===== src/rtl/bus_pkg.sv =====
// Shared constants and state encoding for the serial system bus master transmitter.
package bus_pkg;

    localparam int ADDR_W         = 12;
    localparam int DATA_W         = 8;
    localparam int BURST_W        = 13;
    localparam int TIMEOUT_CYCLES = 255;

    typedef enum logic [2:0] {
        IDLE,
        REQ,
        ADDR_TX,
        BEAT_WAIT,
        DATA_TX
    } master_tx_state_t;

endpackage


===== src/rtl/master_out_port_piso_shift.sv =====
// Parallel-in / serial-out shifter, LSB first; zeros fill from the top so a drained register reads 0.
module piso_shift #(
    parameter int W = 8
) (
    input  logic         clk,
    input  logic         reset,
    input  logic         load,
    input  logic         shift,
    input  logic [W-1:0] din,
    output logic         serial_out
);

    logic [W-1:0] sh_q, sh_d;

    always_comb begin
        sh_d = sh_q;
        if (load)
            sh_d = din;
        else if (shift)
            sh_d = {1'b0, sh_q[W-1:1]};
    end

    always_ff @(posedge clk or posedge reset) begin
        if (reset)
            sh_q <= '0;
        else
            sh_q <= sh_d;
    end

    assign serial_out = sh_q[0];

endmodule


===== src/rtl/master_out_port.sv =====
// Bus-master request transmitter: serialises addr/data LSB-first behind an m_valid/s_ready handshake.
// Optional request timeout is compiled in with `define MASTER_OUT_TIMEOUT_EN.
module master_out_port #(
    parameter int ADDR_W  = bus_pkg::ADDR_W,
    parameter int DATA_W  = bus_pkg::DATA_W,
    parameter int BURST_W = bus_pkg::BURST_W
`ifdef MASTER_OUT_TIMEOUT_EN
   ,parameter int TIMEOUT_CYCLES = bus_pkg::TIMEOUT_CYCLES
`endif
) (
    input  logic               clk,
    input  logic               reset,
    input  logic               cmd_valid,
    output logic               cmd_ready,
    input  logic               cmd_write,
    input  logic [ADDR_W-1:0]  cmd_addr,
    input  logic [DATA_W-1:0]  cmd_wdata,
    input  logic [BURST_W-1:0] cmd_burst,
    input  logic               wdata_valid,
    output logic               wdata_ready,
    input  logic [DATA_W-1:0]  wdata,
    input  logic               s_ready,
    output logic               m_valid,
    output logic               tx_address,
    output logic               tx_data,
    output logic               read_enable,
    output logic               write_enable,
    output logic [BURST_W-1:0] burst,
    output logic               tx_done,
    output logic               tx_error
);

    import bus_pkg::*;

    localparam int CNT_W = $clog2((ADDR_W > DATA_W) ? ADDR_W : DATA_W);
    localparam int BC_W  = BURST_W - 1;

    // Bit 0 of each phase goes out in the handshake cycle; the counters cover the remaining bits.
    localparam logic [CNT_W-1:0] ADDR_LAST = CNT_W'(ADDR_W - 2);
    localparam logic [CNT_W-1:0] DATA_LAST = CNT_W'(DATA_W - 2);
    localparam logic [CNT_W-1:0] CNT_ONE   = CNT_W'(1);
    localparam logic [BC_W-1:0]  BEAT_ONE  = BC_W'(1);

    master_tx_state_t state_q, state_d;
    logic [CNT_W-1:0]   cnt_q, cnt_d;
    logic [BC_W-1:0]    beat_cnt_q, beat_cnt_d;
    logic               write_q, write_d;
    logic [BURST_W-1:0] burst_q, burst_d;
    logic               loaded_q, loaded_d;

    logic              addr_load, addr_shift, addr_ser;
    logic              data_load, data_shift, data_ser;
    logic [DATA_W-1:0] data_din;
    logic [BC_W-1:0]   n_beats;

    assign n_beats = burst_q[BURST_W-1:1];

`ifdef MASTER_OUT_TIMEOUT_EN
    localparam int TMO_W = $clog2(TIMEOUT_CYCLES + 1);
    localparam logic [TMO_W-1:0] TMO_LAST = TMO_W'(TIMEOUT_CYCLES - 1);
    localparam logic [TMO_W-1:0] TMO_ONE  = TMO_W'(1);

    logic [TMO_W-1:0] tmo_cnt_q, tmo_cnt_d;
    logic             tx_error_q, tx_error_d;
`endif

    always_comb begin
        state_d     = state_q;
        cnt_d       = cnt_q;
        beat_cnt_d  = beat_cnt_q;
        write_d     = write_q;
        burst_d     = burst_q;
        loaded_d    = loaded_q;
        addr_load   = 1'b0;
        addr_shift  = 1'b0;
        data_load   = 1'b0;
        data_shift  = 1'b0;
        data_din    = cmd_wdata;
        wdata_ready = 1'b0;
        m_valid     = 1'b0;
        tx_done     = 1'b0;

        case (state_q)
            IDLE: begin
                if (cmd_valid) begin
                    write_d    = cmd_write;
                    burst_d    = cmd_burst;
                    addr_load  = 1'b1;
                    data_load  = 1'b1;
                    data_din   = cmd_write ? cmd_wdata : '0;
                    beat_cnt_d = '0;
                    loaded_d   = 1'b0;
                    state_d    = REQ;
                end
            end
            REQ: begin
                m_valid = 1'b1;
                if (s_ready) begin
                    addr_shift = 1'b1;
                    data_shift = 1'b1;
                    cnt_d      = '0;
                    state_d    = ADDR_TX;
                end
            end
            ADDR_TX: begin
                // Data shifter runs in lockstep and drains to zero after the first data byte.
                addr_shift = 1'b1;
                data_shift = 1'b1;
                cnt_d      = cnt_q + CNT_ONE;
                if (cnt_q == ADDR_LAST) begin
                    cnt_d = '0;
                    if (write_q && burst_q[0] && (n_beats != '0)) begin
                        beat_cnt_d = BEAT_ONE;
                        state_d    = BEAT_WAIT;
                    end else begin
                        tx_done = 1'b1;
                        state_d = IDLE;
                    end
                end
            end
            BEAT_WAIT: begin
                if (!loaded_q) begin
                    wdata_ready = wdata_valid;
                    if (wdata_valid) begin
                        data_load = 1'b1;
                        data_din  = wdata;
                        loaded_d  = 1'b1;
                    end
                end else begin
                    m_valid = 1'b1;
                    if (s_ready) begin
                        data_shift = 1'b1;
                        loaded_d   = 1'b0;
                        cnt_d      = '0;
                        state_d    = DATA_TX;
                    end
                end
            end
            DATA_TX: begin
                data_shift = 1'b1;
                cnt_d      = cnt_q + CNT_ONE;
                if (cnt_q == DATA_LAST) begin
                    cnt_d = '0;
                    if (beat_cnt_q == n_beats) begin
                        tx_done = 1'b1;
                        state_d = IDLE;
                    end else begin
                        beat_cnt_d = beat_cnt_q + BEAT_ONE;
                        state_d    = BEAT_WAIT;
                    end
                end
            end
            default: state_d = IDLE;
        endcase

`ifdef MASTER_OUT_TIMEOUT_EN
        tmo_cnt_d  = '0;
        tx_error_d = 1'b0;
        if (m_valid && !s_ready) begin
            if (tmo_cnt_q == TMO_LAST) begin
                state_d    = IDLE;
                loaded_d   = 1'b0;
                tx_error_d = 1'b1;
            end else begin
                tmo_cnt_d = tmo_cnt_q + TMO_ONE;
            end
        end
`endif
    end

    always_ff @(posedge clk or posedge reset) begin
        if (reset) begin
            state_q    <= IDLE;
            cnt_q      <= '0;
            beat_cnt_q <= '0;
            write_q    <= 1'b0;
            burst_q    <= '0;
            loaded_q   <= 1'b0;
        end else begin
            state_q    <= state_d;
            cnt_q      <= cnt_d;
            beat_cnt_q <= beat_cnt_d;
            write_q    <= write_d;
            burst_q    <= burst_d;
            loaded_q   <= loaded_d;
        end
    end

`ifdef MASTER_OUT_TIMEOUT_EN
    always_ff @(posedge clk or posedge reset) begin
        if (reset) begin
            tmo_cnt_q  <= '0;
            tx_error_q <= 1'b0;
        end else begin
            tmo_cnt_q  <= tmo_cnt_d;
            tx_error_q <= tx_error_d;
        end
    end

    assign tx_error = tx_error_q;
`else
    assign tx_error = 1'b0;
`endif

    piso_shift #(.W(ADDR_W)) u_addr_sh (
        .clk        (clk),
        .reset      (reset),
        .load       (addr_load),
        .shift      (addr_shift),
        .din        (cmd_addr),
        .serial_out (addr_ser)
    );

    piso_shift #(.W(DATA_W)) u_data_sh (
        .clk        (clk),
        .reset      (reset),
        .load       (data_load),
        .shift      (data_shift),
        .din        (data_din),
        .serial_out (data_ser)
    );

    assign cmd_ready    = (state_q == IDLE);
    assign tx_address   = ((state_q == REQ) || (state_q == ADDR_TX)) ? addr_ser : 1'b0;
    assign tx_data      = ((state_q == REQ) || (state_q == ADDR_TX) || (state_q == DATA_TX) ||
                           ((state_q == BEAT_WAIT) && loaded_q)) ? data_ser : 1'b0;
    assign read_enable  = (state_q != IDLE) && !write_q;
    assign write_enable = (state_q != IDLE) && write_q;
    assign burst        = (state_q != IDLE) ? burst_q : '0;

endmodule


===== config.mk =====
export PLATFORM = sky130hd
export DESIGN_NAME = master_out_port
export DESIGN_NICKNAME = d
export VERILOG_FILES = /design/src/rtl/bus_pkg.sv /design/src/rtl/master_out_port_piso_shift.sv /design/src/rtl/master_out_port.sv
export SDC_FILE = /design/constraint.sdc
export NUM_CORES = 1
export LEC_CHECK = 0
export CAP_MARGIN = 40
export CORE_ASPECT_RATIO = 0.75
export CORE_MARGIN = 2
export CORE_UTILIZATION = 30
export DETAILED_ROUTE_END_ITERATION = 8
export DONT_BUFFER_PORTS = 1
export SYNTH_ARGS = -nofsm -noshare
export SYNTH_HDL_FRONTEND = slang
export SYNTH_HIERARCHICAL = 1
export SYNTH_SLANG_ARGS = --single-unit

===== constraint.sdc =====
create_clock -name clk -period 5.9 [get_ports clk]
set_input_delay 1.18 -clock clk [delete_from_list [all_inputs] [get_ports clk]]
set_output_delay 1.18 -clock clk [all_outputs]
set_load 0.01 [all_outputs]

Word level (Yosys, flattened, before mapping)
Index checks and enable logic that the tools add are counted.
{"block": "classes", "addsub": 2, "eq_ne": 15, "n_mux": 54, "reduce_logical": 23}
{"operator": "2-to-1 mux 12 bit", "n": 7}
{"operator": "2-to-1 mux 8 bit", "n": 6}
{"operator": "one-hot mux 12 bit (3 select lines)", "n": 1}
{"operator": "2-to-1 mux 1 bit", "n": 18}
{"operator": "2-to-1 mux 3 bit", "n": 6}
{"operator": "2-to-1 mux 4 bit", "n": 4}
{"operator": "!= test 2 bit (second input constant)", "n": 8}
{"operator": "one-hot mux 4 bit (4 select lines)", "n": 1}
{"operator": "one-hot mux 8 bit (2 select lines)", "n": 1}
{"operator": "one-hot mux 3 bit (5 select lines)", "n": 1}
{"operator": "2-to-1 mux 13 bit", "n": 1}
{"operator": "adder 12 x 1 -> 12 bit (second input constant)", "n": 1}
{"operator": "== test 12 bit", "n": 1}
{"operator": "AND reduction 6 bit", "n": 2}
{"operator": "nonzero test 12 bit", "n": 1}
{"operator": "one-hot mux 1 bit (2 select lines)", "n": 5}
{"operator": "== test 3 x 2 -> 1 bit (second input constant)", "n": 2}
{"operator": "AND reduction 2 bit", "n": 3}
{"operator": "nonzero test 2 bit", "n": 3}
{"operator": "nonzero test 3 bit", "n": 2}
{"operator": "logical AND 1 bit", "n": 5}
{"operator": "adder 4 x 1 -> 4 bit (second input constant)", "n": 1}
{"operator": "== test 4 x 3 -> 1 bit (second input constant)", "n": 1}
{"operator": "== test 4 bit (second input constant)", "n": 1}
{"operator": "other kinds (9)", "n": 12}
{"block": "totals", "register_bits": 54, "inputBits": 47, "output_inout_bits": 22, "word_cells": 102}

Depth between registers and ports, before layout
{"block": "depth", "word_depth": 5, "mapped_depth": 9, "depth_no_buf": 7}

By module
Netlist, hierarchy kept.
{"mod": "master_out_port", "n_inst": 1, "cells_per_inst": 245, "area_per_inst_um2": 2234.6, "seq_area_each_um2": 850.8}
{"mod": "piso_shift (u_addr_sh)", "n_inst": 1, "cells_per_inst": 52, "area_per_inst_um2": 550.5, "seq_area_each_um2": 300.3}
{"mod": "piso_shift (u_data_sh)", "n_inst": 1, "cells_per_inst": 35, "area_per_inst_um2": 372.9, "seq_area_each_um2": 200.2}

Worst setup path after synthesis
Ideal clock, no wire load.
{"block": "synth_timing", "path_type": "input -> output", "start": "input port wdata_valid", "end": "output port wdata_ready", "t_arrival_ps": 1796, "required_ps": 4720, "path_slack_ps": 2924, "stages": 2, "path_buffers": 1, "cell_sequence": "nor4b_4 > buf_2"}
{"block": "synth_via", "elab_chain_len": 2}
{"element": "start, declared", "line": "master_out_port.sv:19", "rtl": "input logic wdata_valid,"}
{"element": "2-to-1 mux 1 bit", "line": "master_out_port.sv:122", "rtl": "if (!loaded_q) begin"}
{"element": "2-to-1 mux 1 bit", "line": "master_out_port.sv:83", "rtl": "case (state_q)"}
{"element": "end, declared", "line": "master_out_port.sv:20", "rtl": "output logic wdata_ready,"}
No other way between the ends.

Worst setup path after layout
{"block": "layout_timing", "start": "register burst_q[8]", "end": "output port tx_done"}
{"block": "layout_via", "elab_chain_len": 5, "word_cells_on_any_way": 8, "classes_between": "1 x eq/ne; 5 x mux; 2 x reduce/logical"}
{"element": "start, declared", "line": "master_out_port.sv:48", "rtl": "logic [BURST_W-1:0] burst_q, burst_d;"}
{"element": "start signal, assigned", "line": "master_out_port.sv:184", "rtl": "burst_q <= burst_d;"}
{"element": "nonzero test 12 bit", "line": "master_out_port.sv:112", "rtl": "if (write_q && burst_q[0] && (n_beats != '0)) begin"}
{"element": "logical AND 1 bit", "line": "master_out_port.sv:112"}
{"element": "2-to-1 mux 1 bit", "line": "master_out_port.sv:112"}
{"element": "2-to-1 mux 1 bit", "line": "master_out_port.sv:110", "rtl": "if (cnt_q == ADDR_LAST) begin"}
{"element": "one-hot mux 1 bit (2 select lines) *", "line": "master_out_port.sv:83"}
{"element": "end, declared", "line": "master_out_port.sv:29", "rtl": "output logic tx_done,"}
Every way passes the cells marked *; elsewhere a longest branch is shown, timed or not.

==> results.json <==
{
  "outcome": "completed",
  "drive_above_1_share_pct": 7.36,
  "wirelength_um": 6970,
  "startpoint_type": "flip-flop",
  "required_ps": 4720,
  "antenna_cells_inserted": 0,
  "period_minus_slack_ps": 3200,
  "yosysMostFrequentCell": "dfrtp_1",
  "grt_pass1_wl_um": 11400,
  "gp_congestion": 0.810,
  "cts_tree": "yes",
  "hold_path_class": "flip-flop to flip-flop",
  "track_usage_pct": 12.5,
  "portBuffers": 0,
  "dp.cells": 455,
  "syn_to_final_growth_pct": 7.53,
  "setup_viol_count_final": 0,
  "insertion_delay_ps": 290,
  "fin_cells": 462,
  "rr_endpoint": "u_data_sh/sh_q[7]$_DFFE_PP0P_",
  "design_area_um2": 3400,
  "post-dp-hpwl_um": 5070,
  "synthMuxAreaShare_pct": 11.7,
  "ys_seq_area_share_pct": 42.8,
  "synth_adder_area_share_pct": 1.19,
  "ff2ff_setup_slack_ps": 3040,
  "path_class": "flip-flop to primary output",
  "p_per_area_nw_per_um2": 471,
  "grt_start_max_net_pins": 35,
  "reg2reg_from": "state_q[0]$_DFFE_PP0P_",
  "die_w_um": 122,
  "post_cts_buffers": 0,
  "num_rows": 32,
  "root_buffer": "clkbuf_16",
  "synth_top_area_share_pct": 42.8,
  "maxSlewViolCount": 0,
  "leakage_nw": 1.44,
  "drtIter0Drc": 134,
  "antenna_left": 0,
  "ctsHoldBuffers": 0,
  "post-route-period-util_pct": 54.2,
  "grt_pass1_vias": 2176,
  "syn_area_um2": 3160,
  "start_util_pct": 30.8,
  "cts.path.max_buffers": 2,
  "synthCells": 332,
  "fp.dieH_um": 92.9,
  "nNetsFinal": 376,
  "pre_cts_slack_ps": 2940,
  "layout_setup_ws_ps": 2700,
  "ys.flop_type": "dfrtp_1",
  "ys_warn_count": 6,
  "max_freq_ghz": 0.313,
  "die_area_um2": 11400,
  "htreeDepth": 2,
  "finalPower_mw": 1.60,
  "min-delay-start": "burst_q[0]$_DFFE_PP0P_",
  "cts_buffers": 5,
  "routedWlPerCell_um": 15.1,
  "synth_top_family_by_area": "simple AND/OR/NAND/NOR gates",
  "synthSimpleGateAreaFrac_pct": 22.6,
  "async_flop_share_pct": 100,
  "placed_cell_area_um2": 3260,
  "synth-compound-area-share_pct": 13.2,
  "syn_avg_cell_area_um2": 9.51,
  "yosysTopAreaCell": "dfrtp_1",
  "grt_overflow_total": 0,
  "cts.sinks": 54,
  "rr_worst_depth": 7,
  "ys_top_cells_by_count": "54 x dfrtp_1, 42 x nand2_1, 27 x o21ai_1",
  "cp.arrival_ps": 2020,
  "vias": 2364,
  "hold_viol": 0,
  "drt_pass1_iterations": 4,
  "critical_path.endpoint_type": "primary output",
  "tns_ps": 0,
  "synthesis.nets": 382,
  "worstHoldPathCells": 1,
  "synthXorXnorAreaFrac_pct": 3.88,
  "post_cts_resized": 0,
  "hold-path-endpoint": "burst_q[0]$_DFFE_PP0P_",
  "synth-edff-count": 0,
  "cap_violations": 0,
  "rsz0062_at_grt": "false",
  "synth_cell_types": 49,
  "via_per_inst": 5.12,
  "slew-limit-headroom_pct": 46.7,
  "ios": 69,
  "finClkSkew_ps": 8.52,
  "core_area_um2": 10200,
  "clkTransAtPathRegs_ps": 70,
  "drc_errors": 0,
  "grt_antenna_before_repair": 0,
  "synthTopCellsByArea": "dfrtp_1 43%, mux2i_1 6.3%, nand2_1 5.0%, o21ai_1 4.3%, xnor2_1 3.6%",
  "vdd_ir_drop_max_uv": 204,
  "crit_fanout": 4,
  "worst_slew_pin_slew_ps": 800,
  "synth-seq-cells": 54
}
## cells in the final DEF, fill, tap and decap left out, types with 2 or more instances in the layout
master     instances
buf_4              7
inv_1              5
o21ai_0            9
and3_1             4
o22ai_1            2
nand2b_1           8
nand2_1           42
dfrtp_1           54
or2_1              2
a221o_1            7
ha_1               3
nor2_1            19
clkbuf_16          5
nand4_1            7
mux2_2             7
a21o_1             4
a31oi_1            3
nor2b_1           17
and3b_1            2
o211ai_1           2
a211o_1            2
o21ai_1           27
and2_1             6
nor3_1             4
a22oi_1            2
nor4_1             5
mux2i_1           20
nor3b_1            6
nand3_1            7
xnor2_1           13
mux2_1             8
## how the worst max path moves through the flow
| stage | startpoint | endpoint | cells after the start | slack, ps |
|---|---|---|---|---|
| floorplan | wdata_valid | wdata_ready | 2 | 2920 |
| global placement | cmd_valid | u_data_sh/sh_q[7]$_DFFE_PP0P_ | 5 | 2920 |
| detailed placement | cmd_valid | u_data_sh/sh_q[7]$_DFFE_PP0P_ | 5 | 2940 |
| CTS | burst_q[8]$_DFFE_PP0P_ | tx_done | 5 | 2670 |
| global route | burst_q[8]$_DFFE_PP0P_ | tx_done | 5 | 2510 |
| finish | burst_q[8]$_DFFE_PP0P_ | tx_done | 5 | 2700 |
## worst max-delay path, cell delays in order, from the launching register on
cell	delay (ps)
dfrtp_1	420
nor4_1	370
a31oi_1	240
nor4_1	260
a22oi_1	140
nor2b_1	310
## final cells by class
type | count | area [um^2]
Fill cell | 1093 | 6850
Multi-Input combinational cell | 252 | 1660
Sequential cell | 54 | 1350
Tap cell | 136 | 170
Clock buffer | 6 | 129
Timing Repair Buffer | 7 | 52.6
Inverter | 6 | 22.5
Clock inverter | 1 | 7.51
## power by group
group / switching [mW] / internal (mW) / total (mW) / leakage, nW
logic: 0.368 / 0.299 / 0.667 / 0.687
clock network: 0.126 / 0.155 / 0.281 / 0.0629
registers: 0.144 / 0.508 / 0.652 / 0.687
total: 0.638 / 0.962 / 1.60 / 1.44
## kinds of logic after synthesis
| family | after synthesis |
|---|---|
| buf+inv | 26 |
| mux | 35 |
| simple gates | 134 |
| xor+xnor | 14 |
| flops | 54 |
| other cells | 1 |
| fa+ha+maj | 3 |
| compound gates | 65 |
## metrics by stage
stage                     hold WS (ps)  utilization (%)
after floorplan                    473                -
after global placement             492             31.7
after detailed placement           502             31.8
after CTS                          521             33.1
after global routing               539             33.1
final                              517             33.1
## flip-flops by register name (all words and copies together) (netlist names)
name / flops
burst_q: 13
u_addr_sh/sh_q: 12
write_q: 1
cnt_q: 4
loaded_q: 1
u_data_sh/sh_q: 8
state_q: 3
beat_cnt_q: 12
## metal layers
metal	track usage, %	vias to the layer above	routed length [um]
met1	19.0	1121	3500
met3	2.40	7	368
met2	17.9	72	3020
li1	-	1164	-
met5	0	-	0
met4	3.45	0	89
Power figures use the tool's default switching activity.
